`src/rtl/icache_pkg.sv`:
```
// Shared types and defaults for the i-cache refill path.
// Address layout: [tag | index | word offset | byte offset].
package icache_pkg;

    typedef enum logic [1:0] {
        ST_IDLE = 2'd0,
        ST_REQ  = 2'd1,
        ST_FILL = 2'd2,
        ST_ERR  = 2'd3
    } refill_state_e;

    localparam int DEF_BLOCK_SIZE = 2;
    localparam int DEF_LINE_SIZE  = 32;
    localparam int DEF_INDEX_SIZE = 3;
    localparam int DEF_ADDR_SIZE  = 32;
    localparam int DEF_TIMEOUT    = 64;

    localparam int BYTE_OFF_W     = 2;

    function automatic int tag_width(input int addr_w, input int index_w, input int block_w);
        return addr_w - index_w - block_w - BYTE_OFF_W;
    endfunction

endpackage

```
`src/rtl/icache_refill_timer.sv`:
```
// Loadable saturating down-counter; expired is high once the count reaches zero.
// Loading TIMEOUT-1 gives exactly TIMEOUT enabled cycles before expiry.
module icache_refill_timer
    import icache_pkg::*;
#(
    parameter int TIMEOUT = DEF_TIMEOUT
) (
    input  logic c_clk_i,
    input  logic c_reset_n_i,
    input  logic load,
    input  logic en,
    output logic expired
);

    localparam int CNT_W = (TIMEOUT > 2) ? $clog2(TIMEOUT) : 1;

    logic [CNT_W-1:0] count_q;

    always_ff @(posedge c_clk_i or negedge c_reset_n_i) begin
        if (!c_reset_n_i) begin
            count_q <= '0;
        end else if (load) begin
            count_q <= CNT_W'(TIMEOUT - 1);
        end else if (en && (count_q != '0)) begin
            count_q <= count_q - CNT_W'(1);
        end
    end

    assign expired = (count_q == '0);

endmodule

```
`src/rtl/icache_refill_ctrl.sv`:
```
// I-cache refill initiator: latches the miss, holds the block read until done,
// then writes the line in one pulse or flags a timeout.
//
// state | meaning
// IDLE  | waiting for a miss
// REQ   | block read held to memory, timeout running
// FILL  | one-cycle line write with captured block
// ERR   | one-cycle timeout pulse, no line write
module icache_refill_ctrl
    import icache_pkg::*;
#(
    parameter int c_block_size = DEF_BLOCK_SIZE,
    parameter int c_line_size  = DEF_LINE_SIZE,
    parameter int c_index_size = DEF_INDEX_SIZE,
    parameter int address_size = DEF_ADDR_SIZE,
    parameter int TIMEOUT      = DEF_TIMEOUT
) (
    input  logic                                                     c_clk_i,
    input  logic                                                     c_reset_n_i,
    input  logic                                                     c_miss_i,
    input  logic [address_size-1:0]                                  c_miss_addr_i,
    output logic                                                     c_busy_o,
    output logic                                                     c_refill_we_o,
    output logic [c_index_size-1:0]                                  c_refill_index_o,
    output logic [address_size-c_index_size-c_block_size-2-1:0]      c_refill_tag_o,
    output logic [(2**c_block_size)*c_line_size-1:0]                 c_refill_data_o,
    output logic [c_line_size-1:0]                                   c_crit_word_o,
    output logic                                                     c_err_o,
    output logic                                                     m_read_o,
    output logic [address_size-c_block_size-2-1:0]                   m_addr_o,
    input  logic                                                     m_busywait_i,
    input  logic                                                     m_read_done_i,
    input  logic [(2**c_block_size)*c_line_size-1:0]                 m_read_data_i
);

    localparam int WORDS   = 2**c_block_size;
    localparam int BLOCK_W = WORDS * c_line_size;
    localparam int TAG_W   = tag_width(address_size, c_index_size, c_block_size);
    localparam int WADDR_W = address_size - BYTE_OFF_W;

    refill_state_e state_q, state_d;

    // Byte offset is never needed, so only the word address is kept.
    logic [WADDR_W-1:0]     addr_q;
    logic [BLOCK_W-1:0]     block_q;
    logic [c_line_size-1:0] crit_q;
    logic [c_line_size-1:0] crit_d;
    logic                   start_miss;
    logic                   capture;
    logic                   tmr_expired;

    logic unused_ok;
    assign unused_ok = ^{c_miss_addr_i[BYTE_OFF_W-1:0], m_busywait_i};

    assign start_miss = (state_q == ST_IDLE) && c_miss_i;
    assign capture    = (state_q == ST_REQ) && m_read_done_i;

    icache_refill_timer #(
        .TIMEOUT (TIMEOUT)
    ) u_timer (
        .c_clk_i     (c_clk_i),
        .c_reset_n_i (c_reset_n_i),
        .load        (start_miss),
        .en          (state_q == ST_REQ),
        .expired     (tmr_expired)
    );

    always_ff @(posedge c_clk_i or negedge c_reset_n_i) begin
        if (!c_reset_n_i) begin
            state_q <= ST_IDLE;
        end else begin
            state_q <= state_d;
        end
    end

    // Done has priority over the timeout in the same cycle.
    always_comb begin
        state_d = state_q;
        case (state_q)
            ST_IDLE: if (c_miss_i) state_d = ST_REQ;
            ST_REQ: begin
                if (m_read_done_i) begin
                    state_d = ST_FILL;
                end else if (tmr_expired) begin
                    state_d = ST_ERR;
                end
            end
            ST_FILL: state_d = ST_IDLE;
            ST_ERR:  state_d = ST_IDLE;
            default: state_d = ST_IDLE;
        endcase
    end

    always_comb begin
        m_read_o      = 1'b0;
        c_busy_o      = 1'b0;
        c_refill_we_o = 1'b0;
        c_err_o       = 1'b0;
        case (state_q)
            ST_REQ: begin
                m_read_o = 1'b1;
                c_busy_o = 1'b1;
            end
            ST_FILL: begin
                c_refill_we_o = 1'b1;
                c_busy_o      = 1'b1;
            end
            ST_ERR:  c_err_o = 1'b1;
            default: ;
        endcase
    end

    always_comb begin
        crit_d = '0;
        for (int i = 0; i < WORDS; i++) begin
            if (i == int'(addr_q[c_block_size-1:0])) begin
                crit_d = m_read_data_i[i*c_line_size +: c_line_size];
            end
        end
    end

    always_ff @(posedge c_clk_i or negedge c_reset_n_i) begin
        if (!c_reset_n_i) begin
            addr_q  <= '0;
            block_q <= '0;
            crit_q  <= '0;
        end else begin
            if (start_miss) begin
                addr_q <= c_miss_addr_i[address_size-1:BYTE_OFF_W];
            end
            if (capture) begin
                block_q <= m_read_data_i;
                crit_q  <= crit_d;
            end
        end
    end

    assign c_refill_index_o = addr_q[c_block_size +: c_index_size];
    assign c_refill_tag_o   = addr_q[WADDR_W-1 -: TAG_W];
    assign m_addr_o         = addr_q[WADDR_W-1:c_block_size];
    assign c_refill_data_o  = block_q;
    assign c_crit_word_o    = crit_q;

endmodule

```
`config.mk`:
```
export PLATFORM = sky130hd
export DESIGN_NAME = icache_refill_ctrl
export DESIGN_NICKNAME = d
export VERILOG_FILES = /design/src/rtl/icache_pkg.sv /design/src/rtl/icache_refill_timer.sv /design/src/rtl/icache_refill_ctrl.sv
export SDC_FILE = /design/constraint.sdc
export NUM_CORES = 1
export LEC_CHECK = 0
export CAP_MARGIN = 20
export CORE_ASPECT_RATIO = 0.6
export CORE_MARGIN = 2
export CORE_UTILIZATION = 43
export DETAILED_ROUTE_END_ITERATION = 16
export PLACE_DENSITY = 0.82
export SKIP_CTS_REPAIR_TIMING = 1
export SLEW_MARGIN = 30
export SYNTH_ARGS = -nofsm -noshare
export SYNTH_HDL_FRONTEND = slang
export SYNTH_SLANG_ARGS = --single-unit
```
`constraint.sdc`:
```
create_clock -name c_clk_i -period 3.5 [get_ports c_clk_i]
set_input_delay 0.875 -clock c_clk_i [delete_from_list [all_inputs] [get_ports c_clk_i]]
set_output_delay 0.875 -clock c_clk_i [all_outputs]
set_load 0.01 [all_outputs]
```
; Word-level counts from Yosys, hierarchy flattened
; Index checks and enable logic that the tools add are counted.
[word_totals]
regBits = 198
latch_bits = 0
ramBits = 0
romBits = 0
in_bits = 165
output_inout_bits = 220
elab_cells = 39
mem_count = 0
[op_classes]
addsub = 1
multipliers = 0
n_div = 0
n_lt_le_gt_ge = 0
eq_ne = 8
shifts = 0
muxes = 14
n_bitwise = 0
reduce_logical = 11
[ops]
columns = op, count
row1 = 32-bit 2-to-1 mux, 4
row2 = 6-bit 2-to-1 mux, 2
row3 = 6-bit zero test, 1
row4 = 2-bit 2-to-1 mux, 3
row5 = 2-bit one-hot mux with 3 select lines, 1
row6 = 6-bit nonzero test, 1
row7 = 6-bit by 1-bit subtractor with 6-bit output (second input constant), 1
row8 = 2-bit equality test (first input constant), 2
row9 = 2-bit equality test (second input constant), 2
row10 = 2-bit zero test, 2
row11 = 1-bit 2-to-1 mux, 4
row12 = 2-bit OR reduction, 2
row13 = 1-bit logical AND, 3
row14 = 3-bit != test (second input constant), 1
row15 = 1-bit by 2-bit equality test with 1-bit output (first input constant), 1
row16 = 2-bit by 1-bit equality test with 1-bit output (second input constant), 1
row17 = 2-bit != test (second input constant), 1
row18 = 2-bit AND reduction, 1
row19 = 2-bit nonzero test, 1

; Longest topological paths before layout
; Gate-level depths: netlist of the first run.
[logic_depth]
depth_word = 5
ltp_mapped = 8

; Cells and area by module
; A second synthesis of the first run with hierarchy kept.
[hier_totals]
hier_cells = 627
area_unflattened_um2 = 8978.6
[modules_own_cells]
columns = module, instances, cells_per_inst, area_each_um2, seq_area_each_um2
row1 = icache_refill_ctrl, 1, 587, 8590.7, 4804.6
row2 = icache_refill_timer, 1, 40, 387.9, 150.1

; Least setup slack after synthesis of the first run
; Ideal clock, no wire load.
[synth_path]
kind = input to register
start = in c_miss_i
end = reg addr_q[10]
setup_time_ns = 0.125
arrival_ns = 1.841
path_slack_ns = 1.534
path_stages = 4
path_buffers = 2
path_cell_list = and2_1 clkbuf_1 buf_2 mux2_2
[synth_via]
elab_chain_cells = 1
[synth_rtl]
columns = element, line
row1 = start: declaration, icache_refill_ctrl.sv:20  ; input logic c_miss_i,
row2 = 1-bit logical AND, icache_refill_ctrl.sv:55  ; assign start_miss = (state_q == ST_IDLE) && c_miss_i;
row3 = end signal: assignment, icache_refill_ctrl.sv:129  ; addr_q <= c_miss_addr_i[address_size-1:BYTE_OFF_W];
row4 = end: declaration, icache_refill_ctrl.sv:44  ; logic [WADDR_W-1:0] addr_q;
; Every way passes these cells.
; A chain may end at the register's enable or synchronous reset.

; Worst setup path after layout of the first run
[layout_path]
start = reg state_q[1]
end = out m_read_o
[layout_via]
elab_chain_cells = 2
[layout_rtl]
columns = element, line
row1 = start: declaration, icache_refill_ctrl.sv:41  ; refill_state_e state_q, state_d;
row2 = start signal: assignment, icache_refill_ctrl.sv:72  ; state_q <= state_d;
row3 = 2-bit by 1-bit equality test with 1-bit output, icache_refill_ctrl.sv:99  ; case (state_q)
row4 = 1-bit 2-to-1 mux, icache_refill_ctrl.sv:99
row5 = end: declaration, icache_refill_ctrl.sv:29  ; output logic m_read_o,
; Every way passes these cells.

==> results of run 1 <==
where the power goes:
| part | internal, mW | switching [mW] |
|---|---|---|
| logic | 3.67 | 2.35 |
| clock network | 1.20 | 0.900 |
| registers | 3.45 | 0.779 |
| total | 8.32 | 4.03 |
layout make-up:
| class | instances | area [um^2] |
|---|---|---|
| fillers | 1535 | 6880 |
| flip-flops and latches | 198 | 4960 |
| repair buffers | 388 | 3920 |
| multi-input cells | 326 | 3160 |
| clock buffers | 20 | 467 |
| well taps | 273 | 342 |
| clock inverters | 12 | 168 |
| inverters | 6 | 22.5 |
per-layer routing:
| layer | track usage [%] | vias to the layer above | share of wire (%) |
|---|---|---|---|
| li1 | - | 2821 | - |
| met1 | 28.2 | 3107 | 42 |
| met2 | 36.3 | 227 | 48 |
| met3 | 7.26 | 29 | 7.7 |
| met4 | 7.51 | 0 | 1.6 |
| met5 | 0 | - | 0 |
critical path, delay by kind of cell (launching register included):
family                   cells  cell delay (ps)
buffers and inverters        2              750
flip-flops                   1              420
adder cells (fa/ha/maj)      1              420
state kept, by name, indices dropped and copies added, names as in the netlist:
register	count
addr_q	30
c_crit_word_o	32
u_timer.count_q	6
c_refill_data_o	128
state_q	2
final timing paths:
check                                    end  depth (start not counted)  slack, ps
hold / removal                    addr_q[25]                          1        440
hold reg to reg            c_crit_word_o[11]                          2        490
setup / recovery                    m_read_o                          3        590
max in group asynchronous          addr_q[0]                          2       2250
min in group c_clk_i       c_crit_word_o[11]                          2        490
setup reg to reg            c_crit_word_o[3]                          5       1360
cell usage after synthesis (all sizes together):
cell type    n
o211a        1
nor3         2
buf         84
a211oi       1
inv          6
a211o        4
o31a         1
o31ai        2
clkbuf       8
nor2         1
or2b         1
and2         1
o311ai       2
ha           6
o221ai      32
or4bb        1
a21o         1
or4b         1
or2          1
a21oi        5
nand2b       1
nand3        1
mux2       158
nor2b        2
dfrtp      198
nand2       34
nor4b        1
mux2i       66
cell families after synthesis:
logic type	count (synthesis)
mux	224
flops	198
buf+inv	98
compound gates	49
simple gates	47
fa+ha+maj	6
stage by stage:
| step | area [um^2] | instances | setup slack, ps | utilization, % | hold WS (ps) |
|---|---|---|---|---|---|
| finish | 13000 | 1223 | 593 | 65.4 | 435 |
| global route | 13000 | 1223 | 513 | 65.4 | 469 |
| CTS | 13000 | 1223 | 578 | 65.4 | 447 |
| detailed placement | 12400 | 1191 | 868 | 62.3 | 473 |
| global placement | 12400 | 1191 | 879 | 62.3 | 469 |
| floorplan | 8720 | 622 | 1530 | - | 483 |
==> summary.txt, run 1 <==
Outcome
  • Status: completed

Logic synthesis
  • Post-synthesis mux area share: 28.0%
  • Synthesis-stage register bit count: 198
  • Average size of a mapped cell: 14.0 um^2
  • Share of the synthesized area in the top cell type: 56.8%
  • Post-Synth Adder-Cell Area: 0.861%
  • Gate count of the mapped netlist: 622
  • Syn Nets: 793
  • Synth Area in Simple Gates: 2.58%
  • Compound-Gate Fraction of Synth Area: 4.67%
  • Count of cell types in the netlist: 30
  • Largest cells by area after synthesis: dfrtp_1, mux2_2, mux2i_1
  • Post-Syn Area: 8720 um^2
  • Synth Area in XOR/XNOR: 0%
  • Cell taking the most area after synthesis: dfrtp_1
  • Sequential area share after synthesis: 56.8%
  • Main combinational cell family by area after synthesis: multiplexers
  • Synth Warn #: 0

Floorplanning
  • Die footprint: 21,500 um^2
  • Die H: 114 um
  • Initial Utilization: 43.8%
  • Die width: 188 um
  • Ports: 385
  • Core area: 19,900 um^2
  • Row count: 40

Timing
  • Tcrit/Tclk final: 83.1%
  • Fin Clk Skew: 7.92 ps
  • Fin. max-slew vios: 0
  • Slew margin rel.: 42.8%
  • Fmax achieved: 344 MHz
  • RSZ-0062 raised after global routing: false
  • Minimum clock period: 2910 ps
  • Hold Vio Cnt, Final: 0
  • Worst slew pin tran: 858 ps
  • Total negative slack: 0 ps
  • Endpoints failing setup: 0

Routing
  • Initial DRT Pass Iterations: 6
  • Total Wirelength: 23,900 um
  • Via-to-Cell Ratio: 5.06
  • Remaining antenna violation count: 0
  • Drt wl/cell: 19.5 um
  • Via count: 6,184
  • Initial DRC count: 302
  • Drc violations: 0

Global route
  • Global route total overflow: 0
  • Number of global-route vias before repair: 6,383
  • Pin count of the biggest net entering global routing: 108
  • Initial antenna violation count: 0
  • Global Route Usage Sum: 22.2%
  • Global-route wire length before repair: 36,400 um

Setup path
  • Startpoint types: flop
  • WP data required: 2620 ps
  • CP arrival: 2030 ps
  • Critical Path Start: state_q[1]
  • RR Startpoint: state_q[1]
  • Crit path max-delay cell type: clkdlybuf4s50_1
  • Crit path kind: flop to primary output
  • CP peak stage delay: 630 ps
  • Crit-path cells: inv_1 > ha_1 > clkdlybuf4s50_1
  • Crit-path max FO: 11
  • Crit. End Element: primary output

Clock tree
  • Worst skew pair latency: 440 ps
  • CTS Buf Count: 17
  • Clk pin slew, worst setup/hold paths: 70 ps
  • CTS tree: yes
  • Longest Clk Path Bufs: 2
  • Sink Count: 198
  • H-tree depth: 4
  • CTS Root Buffer Type: clkbuf_16

Placed design
  • PortBufs: 381
  • Gpl congestion: 0.763
  • HPWL Detailed: 17,300 um

Final layout
  • Layout cell share with drive strength beyond 1: 21.5%
  • Commonest non-fill, non-tap cell in the layout: clkdlybuf4s50_1
  • Commonest non-fill, non-tap cells in the layout: clkdlybuf4s50_1, dfrtp_1, mux2_2
  • Nets@finish: 1,108
  • Area grow syn2layout: 49.6%
  • Antenna diodes: 0

Power and ir drop
  • Pwr/cell area: 947 nW/um^2
  • Worst IR Drop VDD: 541 uV
  • Total power: 12.4 mW
  • Pleak: 5.49 nW

Worst hold path
  • Tightest Hold Check Type: input pin to asynchronous set/reset pin

Run
  • MaxCap Viol Count: 0
Note: power is estimated with default switching activity, not from simulation.
==> run 2, diff against run 1 <==
--- a/config.mk
+++ b/config.mk
@@ -8,9 +8,9 @@
 export CAP_MARGIN = 20
 export CORE_ASPECT_RATIO = 0.6
 export CORE_MARGIN = 2
-export CORE_UTILIZATION = 43
+export CORE_UTILIZATION = 38
 export DETAILED_ROUTE_END_ITERATION = 16
-export PLACE_DENSITY = 0.82
+export PLACE_DENSITY = 0.77
 export SKIP_CTS_REPAIR_TIMING = 1
 export SLEW_MARGIN = 30
 export SYNTH_ARGS = -nofsm -noshare
==> constraint.sdc (replaced) <==
create_clock -name c_clk_i -period 2.35 [get_ports c_clk_i]
set_input_delay 0.5875 -clock c_clk_i [delete_from_list [all_inputs] [get_ports c_clk_i]]
set_output_delay 0.5875 -clock c_clk_i [all_outputs]
set_load 0.01 [all_outputs]
==> run 2 against run 1 <==
Against the previous run:
- sequential share of layout area decreased by 1.1 points
- sequential power increased by 48%
- die area increased by 13%
- design area increased by 3.0%
- largest cell class unchanged
- combinational power increased by 56%
- critical path depth decreased by 1
- clock skew increased by 1.4 ps
- global-route usage decreased by 0.81 points
- non-clock buffer count increased by 27
- routed wire length increased by 7.4%
==> summary.txt, run 2 (synthesized netlist as in run 1, its figures left out) <==
Global route
  • Pin count of the biggest net entering global routing: 64 (-41%)
  • Global-route wire length before repair: 39,100 um (+7.5%)
  • Global route total overflow: 0 (unchanged)
  • Number of global-route vias before repair: 6,770 (+6.1%)
  • Initial antenna violation count: 1 (+1)
  • Global Route Usage Sum: 21.4% (-0.81 points)

Setup path
  • Crit-path max FO: 5 (-6)
  • CP top delay family: buffers and inverters
  • Crit. End Element: primary output
  • Crit path max-delay cell type: clkdlybuf4s50_1
  • CP peak stage delay: 480 ps (-150 ps)
  • CP arrival: 1600 ps (-430 ps)
  • Register-to-Register Setup Slack: 430 ps (-930 ps)
  • Startpoint types: flop
  • Crit-path cells: ha_1 > clkdlybuf4s50_1
  • Crit path kind: flop to primary output
  • WP buf/inv: 1 (-1)
  • WP data required: 1760 ps (-860 ps)

Timing
  • Tcrit/Tclk final: 93.3%
  • Worst slew pin tran: 603 ps (-255 ps)
  • Fin. max-slew vios: 0 (unchanged)
  • Hold Vio Cnt, Final: 0 (unchanged)
  • RSZ-0062 raised after global routing: false
  • Total negative slack: 0 ps (unchanged)
  • Fmax achieved: 456 MHz
  • Endpoints failing setup: 0 (unchanged)
  • Slew margin rel.: 59.8% (+17 points)
  • Minimum clock period: 2190 ps
  • Fin Clk Skew: 9.29 ps (+1.36 ps)

Final layout
  • Post-layout util: 60.3% (-5.2 points)
  • Post-Layout Cell Count: 1,284 (+5.0%)
  • Commonest non-fill, non-tap cells in the layout: clkdlybuf4s50_1, dfrtp_1, mux2_2
  • Largest register FFs: 128 (unchanged)
  • Nets@finish: 1,135 (+2.4%)
  • Layout cell share with drive strength beyond 1: 23.6% (+2.1 points)
  • Area grow syn2layout: 54.0%
  • Antenna diodes: 0 (unchanged)
  • Commonest non-fill, non-tap cell in the layout: clkdlybuf4s50_1

Clock tree
  • CTS tree: yes
  • CTS Root Buffer Type: clkbuf_16
  • H-tree depth: 4 (unchanged)
  • CTS Buf Count: 17 (unchanged)
  • Clk pin slew, worst setup/hold paths: 70 ps (about the same)
  • Worst skew pair latency: 440 ps (about the same)
  • Longest Clk Path Bufs: 2 (unchanged)
  • Sink Count: 198 (unchanged)

Routing
  • Initial DRC count: 205 (-32%)
  • Drc violations: 0 (unchanged)
  • Drt wl/cell: 20.0 um (+2.3%)
  • Via count: 6,287 (+1.7%)
  • Remaining antenna violation count: 0 (unchanged)
  • Via-to-Cell Ratio: 4.90 (-3.2%)
  • Initial DRT Pass Iterations: 4 (-2)
  • Total Wirelength: 25,600 um (+7.4%)

Power and ir drop
  • Pleak: 5.72 nW (+4.1%)
  • Worst IR Drop VDD: 684 uV (+27%)
  • Pwr/cell area: 1410 nW/um^2 (+49%)

Run
  • MaxCap Viol Count: 0 (unchanged)

Placed design
  • Gpl congestion: 0.798 (+4.6%)
  • PortBufs: 381 (unchanged)
  • HPWL Detailed: 19,200 um (+11%)
  • Placed insts: 1,253 (+5.2%)

Outcome
  • Status: completed

Floorplanning
  • Ports: 385 (unchanged)
  • Row count: 42 (+5.0%)
  • Initial Utilization: 39.1% (-4.6 points)
  • Die width: 200 um (+6.2%)
  • Die H: 121 um (+6.2%)
  • Die footprint: 24,200 um^2 (+13%)
  • Core area: 22,300 um^2 (+12%)

Worst hold path
  • Tightest Hold Check Type: input pin to asynchronous set/reset pin
==> run 2: cell types whose count changed in the layout (fill, tap and decap cells not counted), moves of 3 or more <==
cell / previous run / this run
inv_6: 0 / 3
dlymetal6s2s_1: 0 / 3
inv_8: 3 / 0
clkinvlp_4: 4 / 0
buf_4: 3 / 20
buf_12: 4 / 14
clkdlybuf4s50_1: 380 / 377
==> run 2: worst register-to-register path: cells and delay by family (launching register included) <==
family / cells / cell delay [ps]
AO/OA/AOI/OAI: 2 / 520
AND/OR/NAND/NOR: 1 / 500
flip-flops: 1 / 420
adder cells (fa/ha/maj): 1 / 240
buffers and inverters: 1 / 120
==> run 2: cell type report <==
cell class | count | area, um^2
fillers | 1777 | 8850
flip-flops and latches | 198 | 4960
repair buffers | 415 | 4260
multi-input cells | 326 | 3160
clock buffers | 20 | 447
well taps | 308 | 385
clock inverters | 11 | 195
inverters | 6 | 22.5
==> run 2: power breakdown <==
group          internal [mW]  total [mW]  switching [mW]
Clock                   1.92        3.25            1.32
Sequential              5.14        6.26            1.12
Combinational           5.72        9.39            3.67
Total                   12.8        18.9            6.12
==> run 2: layer usage <==
metal | track usage (%) | vias up | share of wire (%)
met4 | 5.51 | 2 | 1.0
met5 | 0 | - | 0.051
li1 | - | 2860 | -
met1 | 27.2 | 3184 | 43
met2 | 34.3 | 220 | 47
met3 | 8.28 | 21 | 8.8
==> run 2: path summary, 6_finish.rpt <==
check                            startpoint                   to  cells after the start
min in group c_clk_i       c_crit_word_o[4]     c_crit_word_o[4]                      2
setup / recovery                 state_q[0]              c_err_o                      2
setup reg to reg                 state_q[1]   u_timer.count_q[5]                      5
hold reg to reg            c_crit_word_o[4]     c_crit_word_o[4]                      2
max in group asynchronous       c_reset_n_i  c_refill_data_o[35]                      2
hold / removal                  c_reset_n_i           addr_q[25]                      1
==> run 2: stage by stage <==
| step | worst slack (ps) | hold WS, ps | power [mW] | cell area, um^2 |
|---|---|---|---|---|
| 4_1_cts | -90.1 | 169 | 19.1 | 13400 |
| 6_report | 159 | 161 | 18.9 | 13400 |
| 2_1_floorplan | 420 | 292 | 10.9 | 8720 |
| 5_1_grt | 93.7 | 176 | 19.9 | 13400 |
| 3_3_place_gp | 245 | 468 | 15.6 | 12800 |
| 3_5_place_dp | 200 | 472 | 15.8 | 12800 |
==> run 3, diff against run 2 <==
--- a/config.mk
+++ b/config.mk
@@ -5,7 +5,6 @@
 export SDC_FILE = /design/constraint.sdc
 export NUM_CORES = 1
 export LEC_CHECK = 0
-export CAP_MARGIN = 20
 export CORE_ASPECT_RATIO = 0.6
 export CORE_MARGIN = 2
 export CORE_UTILIZATION = 38
==> results of run 3 <==
The final DEF is identical to that of run 2; final timing and power are the same.
